### config.mk
export PLATFORM = sky130hd
export DESIGN_NAME = interframe_overload_ctrl
export DESIGN_NICKNAME = d
export VERILOG_FILES = /design/src/rtl/interframe_overload_ctrl.sv
export SDC_FILE = /design/constraint.sdc
export NUM_CORES = 1
export LEC_CHECK = 0
export CORE_ASPECT_RATIO = 0.5
export CORE_MARGIN = 4
export CORE_UTILIZATION = 56
export DETAILED_ROUTE_END_ITERATION = 7
export PLACE_DENSITY = 0.8
export SLEW_MARGIN = 40
export SYNTH_ARGS = -nofsm -noshare
export SYNTH_HDL_FRONTEND = slang
export SYNTH_SLANG_ARGS = --single-unit
### constraint.sdc
create_clock -name samplePoint -period 3.6 [get_ports samplePoint]
set_input_delay 0.54 -clock samplePoint [delete_from_list [all_inputs] [get_ports samplePoint]]
set_output_delay 0.54 -clock samplePoint [all_outputs]
set_load 0.05 [all_outputs]
### src/rtl/interframe_overload_ctrl.sv
// interframe_overload_ctrl: CAN/CAN-FD bus integration, intermission, suspend and overload-frame sequencer
module interframe_overload_ctrl #(
  parameter int IDLE_BITS        = 11,
  parameter int INTERMISSION_LEN = 3,
  parameter int SUSPEND_LEN      = 8,
  parameter int OVL_FLAG_LEN     = 6,
  parameter int OVL_DELIM_LEN    = 8,
  parameter int DOM_LIMIT        = 7,
  parameter int MAX_OVERLOAD     = 2
) (
  input  logic       samplePoint,
  input  logic       reset,
  input  logic       canRX,
  input  logic       frameReady,
  input  logic       isError,
  input  logic       errorEnd,
  input  logic       requestOverload,
  input  logic       errorPassive,
  input  logic       wasTransmitter,
  output logic       isStart,
  output logic       busIdle,
  output logic       overloadDrive,
  output logic       endOverload,
  output logic       formError,
  output logic [3:0] overloadCount
);
  typedef enum logic [3:0] {
    INTEGRATE, IDLE, FRAME, ERR_WAIT, INTERMISSION, SUSPEND, OVL_FLAG, OVL_WAIT, OVL_DELIM
  } stateT;
  localparam logic [7:0] IDLE_LAST  = 8'(IDLE_BITS - 1);
  localparam logic [7:0] INT_LAST   = 8'(INTERMISSION_LEN - 1);
  localparam logic [7:0] SUSP_LAST  = 8'(SUSPEND_LEN - 1);
  localparam logic [7:0] FLAG_LAST  = 8'(OVL_FLAG_LEN - 1);
  localparam logic [7:0] DOM_MAX    = 8'(DOM_LIMIT);
  localparam logic [7:0] DELIM_LAST = 8'(OVL_DELIM_LEN - 1);
  localparam logic [3:0] OVL_MAX    = 4'(MAX_OVERLOAD);
  stateT state, nState;
  logic [7:0] cnt, nCnt;
  logic [3:0] nOvl;
  logic nStart, nEnd, nFerr, ovlCond;
  // cnt is shared: recessive run, intermission/suspend bit index, flag length, dominant run, delimCnt
  assign ovlCond = (!canRX && cnt < INT_LAST) || (requestOverload && cnt == '0);
  always_comb begin
    nState = state;
    nCnt = cnt;
    nOvl = overloadCount;
    nStart = 1'b0;
    nEnd = 1'b0;
    nFerr = 1'b0;
    case (state)
      INTEGRATE: begin
        nCnt = canRX ? cnt + 8'd1 : '0;
        if (canRX && cnt == IDLE_LAST) begin nState = IDLE; nCnt = '0; end
      end
      IDLE: if (!canRX) begin nState = FRAME; nStart = 1'b1; end
      FRAME: if (frameReady) begin nState = INTERMISSION; nCnt = '0; end
      ERR_WAIT: if (errorEnd) begin nState = INTERMISSION; nCnt = '0; end
      INTERMISSION: begin
        nCnt = cnt + 8'd1;
        if (ovlCond) begin
          nState = overloadCount < OVL_MAX ? OVL_FLAG : ERR_WAIT;
          nFerr = overloadCount >= OVL_MAX;
          nCnt = '0;
        end else if (cnt == INT_LAST) begin
          nState = !canRX ? FRAME : (errorPassive && wasTransmitter) ? SUSPEND : IDLE;
          nStart = !canRX;
          nCnt = '0;
        end
      end
      SUSPEND: begin
        nCnt = cnt + 8'd1;
        if (!canRX) begin nState = FRAME; nStart = 1'b1; nCnt = '0; end
        else if (cnt == SUSP_LAST) begin nState = IDLE; nCnt = '0; end
      end
      OVL_FLAG: begin
        nCnt = cnt + 8'd1;
        if (cnt == FLAG_LAST) begin nState = OVL_WAIT; nCnt = '0; end
      end
      OVL_WAIT: begin
        nCnt = cnt + 8'd1;
        if (canRX) begin nState = OVL_DELIM; nCnt = 8'd1; end
        else if (cnt == DOM_MAX) begin nState = ERR_WAIT; nFerr = 1'b1; nCnt = '0; end
      end
      OVL_DELIM: begin
        nCnt = cnt + 8'd1;
        if (!canRX) begin nState = ERR_WAIT; nFerr = 1'b1; nCnt = '0; end
        else if (cnt == DELIM_LAST) begin
          nState = INTERMISSION;
          nEnd = 1'b1;
          nOvl = overloadCount == 4'hF ? 4'hF : overloadCount + 4'd1;
          nCnt = '0;
        end
      end
      default: begin nState = INTEGRATE; nCnt = '0; end
    endcase
    // an error frame overrides everything the bus-level logic decided this bit
    if (isError && state != INTEGRATE) begin
      nState = ERR_WAIT;
      nCnt = '0;
      nOvl = overloadCount;
      nStart = 1'b0;
      nEnd = 1'b0;
      nFerr = 1'b0;
    end
    if (nStart || (nState == IDLE && state != IDLE)) nOvl = '0;
  end
  always_ff @(posedge samplePoint) begin
    if (reset) begin
      state <= INTEGRATE;
      cnt <= '0;
      overloadCount <= '0;
      isStart <= 1'b0;
      busIdle <= 1'b0;
      overloadDrive <= 1'b0;
      endOverload <= 1'b0;
      formError <= 1'b0;
    end else begin
      state <= nState;
      cnt <= nCnt;
      overloadCount <= nOvl;
      isStart <= nStart;
      busIdle <= nState == IDLE;
      overloadDrive <= nState == OVL_FLAG;
      endOverload <= nEnd;
      formError <= nFerr;
    end
  end
endmodule

==> results_tabular.tex <==
\begin{tabular}{lr}
\hline
Metric & Value \\
\hline
\multicolumn{2}{l}{\textbf{Run status}} \\
Status & complete, no violations \\
\multicolumn{2}{l}{\textbf{Clocking}} \\
Clock edge transition at the registers on the reported setup and hold paths & 0.07 ns \\
Count of buffers added by post-CTS timing repair for setup & 0 \\
Root buf cell & sky130\_fd\_sc\_hd\_\_clkbuf\_8 \\
\# H-tree levels & 1 \\
Maximum root-to-sink buffer count & 2 \\
Cts-stage hold buffer count & 0 \\
CTS tree & done \\
Number of gates given a new drive strength after cts & 0 \\
Total CTS buffers & 3 \\
Total number of clock tree sinks & 21 \\
Skew-Pair Late Insertion Delay & 0.26 ns \\
\multicolumn{2}{l}{\textbf{Global routing}} \\
Via count of the first global-routing pass & $\sim$1300 \\
Total grt overflow & 0 \\
Antenna violations before repair & 0 \\
Global routing usage summed across all routing layers & 0.2253 \\
First-pass GRT wire length & 6.617 mm \\
Pin count of the biggest net entering global routing & 20 \\
\multicolumn{2}{l}{\textbf{Synth}} \\
Proportion of register bits with asynchronous set or reset after synthesis & 0 \\
Cells after synthesis & 195 \\
Post-synth top area share & 0.2658 \\
Top cells by area in the synthesized netlist & sky130\_fd\_sc\_hd\_\_dfxtp\_1, sky130\_fd\_sc\_hd\_\_ha\_1, sky130\_fd\_sc\_hd\_\_nor2\_1, sky130\_fd\_sc\_hd\_\_nand2\_1, sky130\_fd\_sc\_hd\_\_a21oi\_1 \\
Predominant post-synthesis flop cell & sky130\_fd\_sc\_hd\_\_dfxtp\_1 \\
Average size of a mapped cell & between 8 and 9 sq um \\
Count of yosys warnings during synthesis & 0 \\
Largest area contributor in the netlist & sky130\_fd\_sc\_hd\_\_dfxtp\_1 \\
Distinct cell type count after synthesis & just under 60 \\
Sequential share of the synthesized area & 0.2658 \\
Net count of the mapped netlist & 210 \\
Netlist area before placement & around 1600 sq um \\
Number of enable flip-flop cells after synthesis & 0 \\
Count of state elements after synthesis & 21 \\
\multicolumn{2}{l}{\textbf{STA}} \\
Worst slew margin relative to its limit & 0.5690 \\
Post-route worst setup slack & approximately 0.7 ns \\
RSZ-0062 raised after global routing & false \\
Final setup viols & 0 \\
Setup TNS & 0 ns \\
Final slew viol count & 0 \\
Final worst hold slack & 0.5391 ns \\
Post-route clock period utilization & 0.8062 \\
Highest clock rate & 344.6 MHz \\
Final Hold Vio Count & 0 \\
Setup skew after layout & 0.001711 ns \\
Crit path time final & 2.902 ns \\
Slew @ Worst Pin & approximately 0.64 ns \\
\multicolumn{2}{l}{\textbf{Detailed routing}} \\
Antenna-violating nets left & 0 \\
Routed WL per cell & approximately 17 microns \\
Total wire length & between 4 and 5 mm \\
Via count & $\sim$1600 \\
Number of search-and-repair iterations in the first detailed-routing pass & 5 \\
Number of remaining DRC errors & 0 \\
Drt first-iter violations & 170 \\
Vias/cell & between 6 and 7 \\
\multicolumn{2}{l}{\textbf{Critical path}} \\
Reg-to-reg endpoint & overloadCount[1] \\
Maximum cell stage delay along the critical path & 0.68 ns \\
Worst reg-to-reg setup slack & 0.70 ns \\
Kind of critical path & reg2reg \\
Kind of cell with the highest combined delay on the critical path & simple AND/OR/NAND/NOR gates \\
Slowest-stage cell, CP & sky130\_fd\_sc\_hd\_\_or4b\_1 \\
Critical Path Source Type & flop \\
Worst Setup End Kind & flop \\
Largest fanout on the critical path & 16 \\
List of cells traversed by the critical path & or4b\_1 -> or3\_1 -> or4\_1 -> a31o\_1 -> a2111oi\_4 -> nor4\_1 \\
Origin of the critical flop-to-flop path & state[1] \\
Worst-case reg-to-reg path depth & 6 \\
Arrival time at the worst endpoint & 3.03 ns \\
Required arrival time at the worst endpoint & approximately 3.7 ns \\
Critical path buffers and inverters & 0 \\
\multicolumn{2}{l}{\textbf{Floorplanning}} \\
Number of top-level pins & 18 \\
Initial Utilization & 0.5965 \\
Die width & $\sim$83 microns \\
Core box area & between 2000 and 3000 sq um \\
Overall die area & about 3800 sq um \\
Vertical die dimension & 45.58 microns \\
Number of core rows & 13 \\
\multicolumn{2}{l}{\textbf{Cells and area}} \\
Non-Filler Cell Area, Final & between 1500 and 2000 sq um \\
Final core occ & 0.6791 \\
Layout Area Growth over Synthesis & 13.85\% \\
Inserted Diodes & 0 \\
Fraction of layout cells with a size suffix above 1 & 0.07692 \\
Number of fill cells & 199 \\
Layout net count & approximately 220 \\
\multicolumn{2}{l}{\textbf{Place}} \\
Half-perimeter wire length after placement & around 3.2 mm \\
Port bufs & 17 \\
Final estimated routing congestion in global placement & a little under 1 \\
Placement Setup Slack & $\sim$0.54 ns \\
Placed instance area & approximately 1800 sq um \\
\multicolumn{2}{l}{\textbf{Job}} \\
Max\_cap viols & 0 \\
\multicolumn{2}{l}{\textbf{Min path}} \\
Count of cells along the worst hold path & 2 \\
Worst Hold Launch & cnt[7] \\
Hold/Removal Path Class & reg2reg \\
Min-Delay Endpoint & cnt[7] \\
\multicolumn{2}{l}{\textbf{Pwr}} \\
Total power density per cell area & 306.2 nW/um\^{}2 \\
Leakage & roughly 0.63 nW \\
Peak supply drop & roughly 0.23 mV \\
\hline
\end{tabular}
how the worst max path moves through the flow:
stage / cells past startpoint / slack, ns / end / from
2_1_floorplan: 6 / 1.04 / overloadCount[0] / cnt[4]
3_3_place_gp: 7 / 0.61 / overloadCount[2] / canRX
3_5_place_dp: 7 / 0.54 / overloadCount[0] / canRX
4_1_cts: 6 / 0.72 / overloadCount[0] / state[1]
5_1_grt: 6 / 0.54 / overloadCount[2] / state[1]
6_report: 6 / 0.70 / overloadCount[1] / state[1]
per-layer routing:
layer / share of wire / GRT usage
met1: 0.49 / 0.3236
met2: 0.41 / 0.3312
met3: 0.095 / 0.06859
met4: 0.0065 / 0.05212
met5: 0 / 0
synth_stat cells (all sizes together), types with 2 or more instances:
cell type,count
nor2,20
nor3b,3
o21bai,2
inv,5
o31ai,2
nand2b,8
or3,2
nor3,8
dfxtp,21
o311ai,2
ha,6
a2111oi,2
o21a,3
nor4b,5
a31oi,2
mux2i,3
nand2,15
nor2b,4
or4,2
and3b,2
o2bb2ai,2
xor2,2
nor4,5
a21oi,11
clkbuf,5
a21boi,3
o21ai,8
buf,6
nand3,9
or4b,4
xnor2,2
worst register-to-register path: stages (launching register included):
cell	delay (ns)
sky130_fd_sc_hd__dfxtp_1	0.44
sky130_fd_sc_hd__or4b_1	0.68
sky130_fd_sc_hd__or3_1	0.34
sky130_fd_sc_hd__or4_1	0.55
sky130_fd_sc_hd__a31o_1	0.22
sky130_fd_sc_hd__a2111oi_4	0.44
sky130_fd_sc_hd__nor4_1	0.10
layout by cell type, fill, tap and decap left out, types with 2 or more instances in the layout:
cell | synthesis | layout
sky130_fd_sc_hd__xnor2_1 | 2 | 2
sky130_fd_sc_hd__nor4b_1 | 5 | 5
sky130_fd_sc_hd__mux2i_1 | 3 | 3
sky130_fd_sc_hd__nor2b_1 | 4 | 4
sky130_fd_sc_hd__inv_1 | 5 | 5
sky130_fd_sc_hd__ha_1 | 6 | 6
sky130_fd_sc_hd__o21a_1 | 3 | 3
sky130_fd_sc_hd__clkdlybuf4s50_1 | 0 | 17
sky130_fd_sc_hd__dfxtp_1 | 21 | 21
sky130_fd_sc_hd__and3b_1 | 2 | 2
sky130_fd_sc_hd__nand2b_1 | 8 | 8
sky130_fd_sc_hd__nand3_1 | 9 | 9
sky130_fd_sc_hd__buf_4 | 4 | 3
sky130_fd_sc_hd__or4b_2 | 3 | 3
sky130_fd_sc_hd__o21ai_0 | 8 | 8
sky130_fd_sc_hd__clkbuf_8 | 0 | 3
sky130_fd_sc_hd__nor2_1 | 20 | 20
sky130_fd_sc_hd__nor3_1 | 7 | 7
sky130_fd_sc_hd__a21boi_0 | 3 | 3
sky130_fd_sc_hd__o31ai_1 | 2 | 2
sky130_fd_sc_hd__xor2_1 | 2 | 2
sky130_fd_sc_hd__nand2_1 | 15 | 15
sky130_fd_sc_hd__or3_1 | 2 | 2
sky130_fd_sc_hd__o21bai_1 | 2 | 2
sky130_fd_sc_hd__a31oi_1 | 2 | 2
sky130_fd_sc_hd__o2bb2ai_1 | 2 | 2
sky130_fd_sc_hd__nor3b_1 | 3 | 3
sky130_fd_sc_hd__a21oi_1 | 11 | 11
sky130_fd_sc_hd__nor4_1 | 5 | 5
report_power, final:
group | internal [mW] | switching, mW | total, mW
Combinational | 0.0574 | 0.0900 | 0.147
Sequential | 0.240 | 0.0122 | 0.252
Clock | 0.0788 | 0.0727 | 0.151
through the flow:
stage                     instances  power, mW
final                           245     0.5512
after global routing            245     0.5799
after CTS                       245     0.5518
after detailed placement        241     0.3997
after global placement          241     0.3984
after floorplan                 195     0.3611
kinds of logic after synthesis:
group | share of synthesized area
buf+inv | 0.05301
compound gates | 0.2318
fa+ha+maj | 0.04747
mux | 0.02611
xor+xnor | 0.02216
simple gates | 0.3536
flops | 0.2658
final cells by class:
type / instances / area, sq um / share of cell area
Multi-Input combinational cell: 158 / 1077 / 0.5983
Sequential cell: 21 / 420.4 / 0.2335
Timing Repair Buffer: 20 / 192.7 / 0.1070
Tap cell: 37 / 46.29 / 0.02571
Clock buffer: 4 / 45.04 / 0.02502
Inverter: 5 / 18.77 / 0.01042
flip-flops by register name, indices dropped and copies added (netlist names):
name / cells
cnt: 8
overloadCount: 4
state: 4
busIdle: 1
endOverload: 1
formError: 1
isStart: 1
overloadDrive: 1
No activity file was read; power rests on OpenSTA's default activity.
==> variant (config.mk and constraints unchanged) <==
Encoding of `stateT`: now one-hot (9 bits for 9 states).
--- a/src/rtl/interframe_overload_ctrl.sv
+++ b/src/rtl/interframe_overload_ctrl.sv
@@ -24,8 +24,8 @@
   output logic       formError,
   output logic [3:0] overloadCount
 );
-  typedef enum logic [3:0] {
-    INTEGRATE, IDLE, FRAME, ERR_WAIT, INTERMISSION, SUSPEND, OVL_FLAG, OVL_WAIT, OVL_DELIM
+  typedef enum logic [8:0] {
+    INTEGRATE = 9'b000000001, IDLE = 9'b000000010, FRAME = 9'b000000100, ERR_WAIT = 9'b000001000, INTERMISSION = 9'b000010000, SUSPEND = 9'b000100000, OVL_FLAG = 9'b001000000, OVL_WAIT = 9'b010000000, OVL_DELIM = 9'b100000000
   } stateT;
   localparam logic [7:0] IDLE_LAST  = 8'(IDLE_BITS - 1);
   localparam logic [7:0] INT_LAST   = 8'(INTERMISSION_LEN - 1);
Check against the original RTL: same outputs for any inputs over 10 cycles, from zero or initial values and one cycle with reset high; not proved beyond that.
==> variant against the unedited design <==
  * Wire length rose by 23%
  * Final area rose by 20%
  * Sequential cell count rose by 5
  * Worst setup slack improved by 0.18 ns
  * Global-route usage fell by 0.22 points
  * Synthesized area rose by 22%
  * Hold slack got worse by 0.026 ns
  * Critical path type unchanged
  * Largest cell class unchanged
Power is not compared: it rests on default switching activity, and its combinational part moved more than twofold at a synthesized area within 25%.
==> variant: results (changes against the unedited design) <==
critical path peak fanout 14 (-2); hold slack 0.513 ns (-0.0261 ns); slowest stage delay, CP 0.78 ns (+0.10 ns); syn_nets 268 (+28%); Layout area overhead 12.5%; Worst EP arrival 2.87 ns (-0.16 ns); Routed WL per cell 17.0 µm (+0.73%); Via-to-Cell Ratio 6.71 (+4.0%); nets@finish 276 (+23%); multi-input gate share of total cell area 0.609 (+0.0107); sequential cell area share 0.241 (+0.00711); core area 3140 µm² (+18%); biggest regs state: 9 flops, cnt: 8 flops, overloadCount: 4 flops; 1st-iter DRT viols 255 (+50%); Layout non-clock buf frac 0.0821 (-0.0249); Seq/Total Area, Yosys 0.271 (+0.00483); Clock Skews 0.00267 ns (+0.000958 ns); top cells by area, synth dfxtp_1, nor2_1, nand2_1, ha_1, a21oi_1; vias in the first global route 1720 (+28%); Worst-path clk slew 0.09 ns (+0.02 ns); adder-cell share of the synthesized area 0.0390 (-0.00843); worst reg-to-reg setup slack 0.88 ns (+0.18 ns); fraction of synthesized area in multiplexers 0 (-0.0261); Inverters 7 (+2); Placer Congestion 0.997 (+3.4%); CP max stage cell nor4_2; total CTS buffers 3 (unchanged); fill count 263 (+32%); total track usage 0.223 (-0.00224); dpl hpwl 3740 µm (+18%); post-synthesis compound-gate area fraction 0.242 (+0.0102); status finished clean; first-pass GRT wire length 8180 µm (+24%); share of layout cells above drive strength 1 0.0692 (-0.00769); Seq cells 26 (+24%); #MultiIn Comb 205 (+30%); Slew HR 0.472 (-0.0973); Post-synth top cells nor2_1, dfxtp_1, nand2_1; pin count of the biggest net entering global routing 21 (+5.0%); latest clock arrival within the worst-skew pair 0.27 ns; ClkCell Share 0.0330 (+0.00795); Post-Synth XOR/XNOR Area 0.0273 (+0.00517); Area after DPL 2090 µm² (+19%)
variant: cell count changes after synthesis, sizes merged, moves of 4 or more:
cell,change
a31oi,+8
nor2,+12
a211oi,+5
and3,+5
o21ai,+5
or4b,-4
clkbuf,+6
dfxtp,+5
nand2,+9
nand4,+4
nand2b,-5
variant: path summary, 6_finish.rpt:
check                start               end  cells after the start
setup / recovery  state[1]  overloadCount[2]                      6
hold / removal      cnt[7]            cnt[7]                      1
setup reg to reg  state[1]  overloadCount[2]                      6
hold reg to reg     cnt[7]            cnt[7]                      1
variant: metrics by stage:
| stage | setup WS [ns] | total power, mW | std cells |
|---|---|---|---|
| detailed placement | 0.823 | 0.360 | 296 |
| floorplan | 1.56 | 0.339 | 253 |
| global placement | 0.941 | 0.358 | 296 |
| finish | 0.876 | 0.598 | 300 |
| global route | 0.680 | 0.622 | 300 |
| CTS | 0.975 | 0.599 | 300 |
variant: cells by family (layout without fill, tap and decap cells):
logic type,Yosys count,in the layout
AND/OR/NAND/NOR,124,124
AO/OA/AOI/OAI,69,69
flip-flops,26,26
buffers and inverters,22,29
adder cells (fa/ha/maj),6,6
XOR/XNOR,6,6
variant: power groups by stage:
stage	Sequential (mW)	Clock (mW)	Combinational [mW]
3_3_place_gp	0.306	0	0.0528
4_1_cts	0.299	0.246	0.0545
6_report	0.299	0.243	0.0557
2_1_floorplan	0.300	0	0.0388
5_1_grt	0.301	0.259	0.0619
3_5_place_dp	0.306	0	0.0542
variant: critical path: cells and delay by family, from the launching register on:
kind	cells	cell delay, ns
and+or+nand+nor	4	1.40
DFF	1	0.48
AOI/OAI and AO/OA	2	0.71
variant: per-layer routing:
layer,global-route usage,vias up,share of wire
li1,-,967,-
met3,0.0801,19,0.12
met4,0.0375,0,0.017
met2,0.320,126,0.41
met1,0.321,902,0.46
met5,0,-,0
